**src/rtl/alien_fleet_controller.sv**
```systemverilog
`default_nettype none
// ============================================================================
//  Module   : alien_fleet_controller
//  Purpose  : Marches an alien formation left/right across the playfield,
//             descends one row at each side wall, tracks which aliens are
//             still alive and flags "fleet cleared" / "fleet landed".
//  Ports    : pixel_clk        - the only clock
//             rst_n            - synchronous active-low reset
//             fsync            - one-cycle start-of-frame pulse
//             game_state[1:0]  - game phase, 2'd2 = play
//             round[4:0]       - level number, speeds up the march
//             alien_rst        - level-sensitive formation reset request
//             hit_valid        - one-cycle bullet hit strobe
//             hit_index[3:0]   - alien that was hit
//             alive_mask       - one alive bit per alien
//             aliens_remaining - count of set bits in alive_mask
//             fleet_x/fleet_y  - formation origin in pixels
//             all_aliens_dead  - sticky until alien_rst
//             aliens_landed    - sticky until alien_rst
//  Option   : define FLEET_SHRINK_SPEEDUP_EN to shorten the step period by
//             one frame (minimum 1) while four or fewer aliens remain.
//  Revision : 1.0 - initial release
// ============================================================================
module alien_fleet_controller #(
  parameter int NUM_ALIENS  = 16,
  parameter int X_MIN       = 16,
  parameter int X_MAX       = 400,
  parameter int STEP_X      = 8,
  parameter int STEP_Y      = 16,
  parameter int Y_TOP       = 32,
  parameter int Y_BOTTOM    = 400,
  parameter int BASE_PERIOD = 8
) (
  input  logic                  pixel_clk,
  input  logic                  rst_n,
  input  logic                  fsync,
  input  logic [1:0]            game_state,
  input  logic [4:0]            round,
  input  logic                  alien_rst,
  input  logic                  hit_valid,
  input  logic [3:0]            hit_index,
  output logic [NUM_ALIENS-1:0] alive_mask,
  output logic [4:0]            aliens_remaining,
  output logic [9:0]            fleet_x,
  output logic [9:0]            fleet_y,
  output logic                  all_aliens_dead,
  output logic                  aliens_landed
);

  typedef enum logic [1:0] {
    ST_IDLE    = 2'd0,
    ST_MARCH   = 2'd1,
    ST_CLEARED = 2'd2,
    ST_LANDED  = 2'd3
  } state_t;

  // Position arithmetic is done one bit wider so wall checks cannot wrap.
  localparam logic [10:0] c_X_MIN    = 11'(X_MIN);
  localparam logic [10:0] c_X_MAX    = 11'(X_MAX);
  localparam logic [10:0] c_STEP_X   = 11'(STEP_X);
  localparam logic [10:0] c_STEP_Y   = 11'(STEP_Y);
  localparam logic [10:0] c_Y_BOTTOM = 11'(Y_BOTTOM);
  localparam logic [9:0]  c_X_START  = 10'(X_MIN);
  localparam logic [9:0]  c_Y_START  = 10'(Y_TOP);
  localparam logic [4:0]  c_NUM      = 5'(NUM_ALIENS);
  localparam logic [7:0]  c_BASE     = 8'(BASE_PERIOD);
  localparam logic [1:0]  c_PLAY     = 2'd2;

  state_t                r_state,  w_state_nxt;
  logic [NUM_ALIENS-1:0] r_mask,   w_mask_nxt;
  logic [4:0]            r_rem,    w_rem_nxt;
  logic [9:0]            r_x,      w_x_nxt;
  logic [9:0]            r_y,      w_y_nxt;
  logic                  r_dir,    w_dir_nxt;     // 1 = moving right
  logic [7:0]            r_cnt,    w_cnt_nxt;
  logic                  r_dead,   w_dead_nxt;
  logic                  r_landed, w_landed_nxt;

  logic [7:0]  w_period_base;
  logic [7:0]  w_period;
  logic [10:0] w_x_right;
  logic [10:0] w_x_left;
  logic [10:0] w_y_down;
  logic        w_hit_ok;
  logic        w_kill_all;
  logic        w_land;

  always_ff @(posedge pixel_clk) begin
    if (!rst_n) begin
      r_state  <= ST_IDLE;
      r_mask   <= '1;
      r_rem    <= c_NUM;
      r_x      <= c_X_START;
      r_y      <= c_Y_START;
      r_dir    <= 1'b1;
      r_cnt    <= 8'd0;
      r_dead   <= 1'b0;
      r_landed <= 1'b0;
    end else begin
      r_state  <= w_state_nxt;
      r_mask   <= w_mask_nxt;
      r_rem    <= w_rem_nxt;
      r_x      <= w_x_nxt;
      r_y      <= w_y_nxt;
      r_dir    <= w_dir_nxt;
      r_cnt    <= w_cnt_nxt;
      r_dead   <= w_dead_nxt;
      r_landed <= w_landed_nxt;
    end
  end

  always_comb begin
    w_state_nxt  = r_state;
    w_mask_nxt   = r_mask;
    w_rem_nxt    = r_rem;
    w_x_nxt      = r_x;
    w_y_nxt      = r_y;
    w_dir_nxt    = r_dir;
    w_cnt_nxt    = r_cnt;
    w_dead_nxt   = r_dead;
    w_landed_nxt = r_landed;
    w_kill_all   = 1'b0;
    w_land       = 1'b0;

    // Frames per step: BASE_PERIOD - round, never below one.
    if ({3'b000, round} >= c_BASE) begin
      w_period_base = 8'd1;
    end else begin
      w_period_base = c_BASE - {3'b000, round};
    end
    w_period = w_period_base;
`ifdef FLEET_SHRINK_SPEEDUP_EN
    if ((r_rem <= 5'd4) && (w_period_base > 8'd1)) begin
      w_period = w_period_base - 8'd1;
    end
`endif

    w_x_right = {1'b0, r_x} + c_STEP_X;
    w_x_left  = {1'b0, r_x} - c_STEP_X;
    w_y_down  = {1'b0, r_y} + c_STEP_Y;
    w_hit_ok  = hit_valid && (int'({1'b0, hit_index}) < NUM_ALIENS) && r_mask[hit_index];

    if (alien_rst) begin
      w_state_nxt  = ST_IDLE;
      w_mask_nxt   = '1;
      w_rem_nxt    = c_NUM;
      w_x_nxt      = c_X_START;
      w_y_nxt      = c_Y_START;
      w_dir_nxt    = 1'b1;
      w_cnt_nxt    = 8'd0;
      w_dead_nxt   = 1'b0;
      w_landed_nxt = 1'b0;
    end else begin
      case (r_state)
        ST_IDLE: begin
          if (game_state == c_PLAY) begin
            w_state_nxt = ST_MARCH;
          end
        end
        ST_MARCH: begin
          if ((game_state == c_PLAY) && fsync) begin
            // ">=" also catches a counter left above a freshly shortened period.
            if (r_cnt >= (w_period - 8'd1)) begin
              w_cnt_nxt = 8'd0;
              if (r_dir && (w_x_right <= c_X_MAX)) begin
                w_x_nxt = w_x_right[9:0];
              end else if (!r_dir && ({1'b0, r_x} >= (c_X_MIN + c_STEP_X))) begin
                w_x_nxt = w_x_left[9:0];
              end else begin
                w_y_nxt   = w_y_down[9:0];
                w_dir_nxt = ~r_dir;
                w_land    = (w_y_down >= c_Y_BOTTOM);
              end
            end else begin
              w_cnt_nxt = r_cnt + 8'd1;
            end
          end
          // Hits are taken even while paused, and alongside a step.
          if (w_hit_ok) begin
            w_mask_nxt[hit_index] = 1'b0;
            w_rem_nxt             = r_rem - 5'd1;
            w_kill_all            = (r_rem == 5'd1);
          end
          // A last kill on the landing cycle counts as a clear.
          if (w_kill_all) begin
            w_state_nxt = ST_CLEARED;
            w_dead_nxt  = 1'b1;
          end else if (w_land) begin
            w_state_nxt  = ST_LANDED;
            w_landed_nxt = 1'b1;
          end
        end
        default: begin
          // CLEARED / LANDED: everything frozen until alien_rst.
        end
      endcase
    end
  end

  assign alive_mask       = r_mask;
  assign aliens_remaining = r_rem;
  assign fleet_x          = r_x;
  assign fleet_y          = r_y;
  assign all_aliens_dead  = r_dead;
  assign aliens_landed    = r_landed;

endmodule
`default_nettype wire

```
**config.mk**
```make
export PLATFORM = sky130hd
export DESIGN_NAME = alien_fleet_controller
export DESIGN_NICKNAME = d
export VERILOG_FILES = /design/src/rtl/alien_fleet_controller.sv
export SDC_FILE = /design/constraint.sdc
export NUM_CORES = 1
export LEC_CHECK = 0
export ABC_AREA = 1
export CORE_MARGIN = 2
export CORE_UTILIZATION = 60
export CTS_BUF_LIST = sky130_fd_sc_hd__clkbuf_8
export DETAILED_ROUTE_END_ITERATION = 7
export DONT_BUFFER_PORTS = 1
export GPL_TIMING_DRIVEN = 0
export PLACE_DENSITY = 0.82
export SLEW_MARGIN = 20
export SYNTH_ARGS = -nofsm -noshare
export SYNTH_HDL_FRONTEND = slang
export SYNTH_SLANG_ARGS = --single-unit
```
**constraint.sdc**
```tcl
create_clock -name pixel_clk -period 2.25 [get_ports pixel_clk]
set_input_delay 0.3375 -clock pixel_clk [delete_from_list [all_inputs] [get_ports pixel_clk]]
set_output_delay 0.3375 -clock pixel_clk [all_outputs]
set_load 0.01 [all_outputs]
```
==> flow_metrics.tcl <==
set metrics [dict create \
    run_status "finished clean" \
    clock.fmax_mhz 472 \
    cp_max_fo 5 \
    switching_share 0.266 \
    vias 2704 \
    ff_latch_area_um2 946 \
    yosysWarnings 0 \
    powerDensity_nw_per_um2 477 \
    clockRootBuffer "clkbuf_8" \
    ys_seq_area_frac 0.328 \
    synth_xor_area_frac 0.0428 \
    place_congestion 0.931 \
    postCtsHoldBufs 0 \
    setup.worst_path.end_class "flop" \
    drt-total-wl_mm 6.21 \
    final_antenna_net_count 0 \
    track_usage 0.232 \
    power_mw 1.51 \
    area_growth_pct 10.5 \
    drc 0 \
    finalMaxSlewViolations 0 \
    grt_max_degree 18 \
    setup_violations 0 \
    rrSetupSlack_ns 0.21 \
    fin_util 0.680 \
    clk-insertion-delay-late_ns 0.31 \
    path_class "input port to flop" \
    critPathLaunchType "input port" \
    dieArea_um2 5350 \
    p_leak_nw 1.39 \
    dr.pass1.iters 4 \
    yosys.area_share.simple 0.345 \
    syn_avg_cell_area_um2 6.52 \
    vias_per_cell 5.27 \
    io_buffers 0 \
    ir_worst_vdd_mv 0.356 \
    slew_headroom 0.608 \
    clkTransAtPathRegs_ns 0.10 \
    wl_per_cell_um 12.1 \
    combPwrFrac 0.088 \
    synth.ff_latch_count 47 \
    die_y_um 73.1 \
    first_iter_violations 128 \
    n_antenna_cell 0 \
    cts_buffer_depth 2 \
    rows 25 \
    grt_pass1_wl_mm 9.85 \
    synth_top_family_by_area "simple AND/OR/NAND/NOR gates" \
    critPathMaxStageDelay_ns 0.31 \
    die_x_um 73.1 \
    finalHoldViolations 0 \
    fin_crit_sh 0.942 \
    skew_ns 0.00898 \
    post_route_cells_drive_above_1_share 0.122 \
    cp.arrival_ns 2.35 \
    numCtsBuffers 5 \
    place.detailed.hpwl_mm 4.54 \
    multi_input_area_um2 1720 \
    cts.sinks 47 \
    critPathBufInv 4 \
    htreeDepth 2 \
    synth.mux.area_fraction 0 \
    cp_top_family "adder cells" \
    clkPwrFrac 0.361 \
    min_period_ns 2.12 \
    pwr-share-seq 0.551 \
    io_pins 59 \
    fillers 435 \
    synthAdderAreaFrac 0.0742 \
    syn_area_um2 2870 \
    tns_ns 0 \
    core_um2 4660 \
    cp.required_ns 2.48 \
    p_int_mw 1.11 \
    cap_violations 0 \
    synth_compound_area_frac 0.103 \
    finalNetCount 491 \
    slowest_stage "ha_2" \
    grt_overflow 0 \
    grt_pass1_vias 2372 \
    ys_types 28 \
    crit_top_cell "nand2_1" \
    path_cells "inv_1 > ha_2 > nand2_2 > ha_4 > xnor2_1 > inv_1 > ha_1 > nand2_1 > inv_1 > nand2_1 > nand2_1 > nand2_2 > nand2_2 > nand2_4 > nor2_4 > buf_4 > nand2_1 > a21oi_1" \
    min_path_type "input port to flop" \
    tightest_slew_ns 0.585 \
    synthCells 440 \
    tritoncts "built" \
    initial_core_util 0.615 \
    switching_power_mw 0.403 \
    antenna_found_initial 0 \
]
routing by layer:
metal | vias up | global-route usage | routed length [um]
li1 | 1411 | - | -
met1 | 1206 | 0.264 | 2690
met2 | 79 | 0.420 | 3050
met3 | 8 | 0.0580 | 394
met4 | 0 | 0.0700 | 78
met5 | - | 0 | 0
Yosys cell counts (all sizes together):
| master | number | area share |
|---|---|---|
| nor3b | 1 | 0.0026 |
| o21ai | 33 | 0.058 |
| o211ai | 1 | 0.0026 |
| nand2 | 144 | 0.19 |
| xor2 | 9 | 0.027 |
| dfxtp | 47 | 0.33 |
| nor2 | 52 | 0.079 |
| nand4 | 14 | 0.031 |
| inv | 55 | 0.072 |
| ha | 17 | 0.074 |
| xnor2 | 5 | 0.015 |
| a21oi | 22 | 0.040 |
| conb | 1 | 0.0013 |
| o21a | 1 | 0.0026 |
| clkbuf | 6 | 0.0079 |
| buf | 10 | 0.027 |
| nand3 | 16 | 0.030 |
| nand3b | 1 | 0.0026 |
| nor3 | 5 | 0.0087 |
placed cells by master (no fill, tap or decap), drive strengths merged:
| cell | synthesis | routed |
|---|---|---|
| o21ai | 33 | 33 |
| inv | 55 | 57 |
| o21a | 1 | 1 |
| nand3b | 1 | 1 |
| conb | 1 | 7 |
| a21oi | 22 | 22 |
| clkbuf | 6 | 11 |
| xor2 | 9 | 9 |
| xnor2 | 5 | 5 |
| nand3 | 16 | 16 |
| o211ai | 1 | 1 |
| nand2 | 144 | 144 |
| nor3 | 5 | 5 |
| ha | 17 | 17 |
| clkinvlp | 0 | 1 |
| dfxtp | 47 | 47 |
| nor2 | 52 | 52 |
| nand4 | 14 | 14 |
| buf | 10 | 15 |
| nor3b | 1 | 1 |
power by group through the flow:
stage	Combinational (mW)	Sequential, mW	Clock, mW
6_report	0.133	0.834	0.546
2_1_floorplan	0.100	0.854	0
5_1_grt	0.154	0.834	0.585
3_3_place_gp	0.120	0.854	0
4_1_cts	0.123	0.835	0.558
3_5_place_dp	0.122	0.854	0
final timing paths:
| path | from | end | cells past startpoint |
|---|---|---|---|
| max reg2reg | fleet_x[4] | r_dir | 15 |
| max | round[0] | fleet_x[3] | 18 |
| min reg2reg | r_state[1] | r_state[1] | 2 |
| min | hit_index[1] | alive_mask[5] | 4 |
state kept, by name (all words and copies together) (netlist names):
| register | count |
|---|---|
| r_cnt | 8 |
| all_aliens_dead | 1 |
| aliens_landed | 1 |
| alive_mask | 16 |
| fleet_y | 6 |
| r_state | 2 |
| aliens_remaining | 5 |
| fleet_x | 7 |
| r_dir | 1 |
worst reg2reg max path, cell delays in order, from the launching register on:
cell and delay, ns:
dfxtp_2 0.43, inv_1 0.12, ha_1 0.31, inv_1 0.08, nor2_1 0.04, nor2_1 0.10, nand2_1 0.06, nand2_1 0.07
nor2_2 0.05, nor2_4 0.16, nor2_4 0.06, inv_2 0.07, nor2_4 0.04, buf_2 0.15, a21oi_2 0.12, o21ai_0 0.08
cells by family after synthesis:
logic type | Yosys count
xor gates and xnor gates | 14
and+or+nand+nor | 233
adders and majority gates | 17
AOI/OAI and AO/OA | 57
other | 1
buffers and inverters | 71
DFF | 47
per-stage QoR:
| stage | cells | cell area [um^2] | setup slack [ns] | hold WS, ns |
|---|---|---|---|---|
| 2_1_floorplan | 446 | 2910 | 0.00281 | 0.451 |
| 3_3_place_gp | 500 | 2980 | -0.269 | 0.460 |
| 3_5_place_dp | 500 | 2980 | -0.318 | 0.477 |
| 4_1_cts | 508 | 3080 | 0.00258 | 0.291 |
| 5_1_grt | 513 | 3170 | -0.0488 | 0.311 |
| 6_report | 513 | 3170 | 0.131 | 0.297 |
what timing repair did:
| item | 4_1_cts | 5_1_grt |
|---|---|---|
| pin swaps | 0 | 6 |
| gates resized for setup | 1 | 16 |
| setup endpoints to repair | 9 | 22 |
| setup buffers | 0 | 4 |
| gates cloned | 0 | 1 |
area by class of cell:
type	instances	area share
sequential	47	0.298
tap	54	0.0213
clock buffer	5	0.0217
clock inverter	3	0.00869
buffer	16	0.0312
inverter	55	0.0651
multi-input combinational	328	0.542
timing repair buffer	5	0.0111
Power figures use the tool's default switching activity.
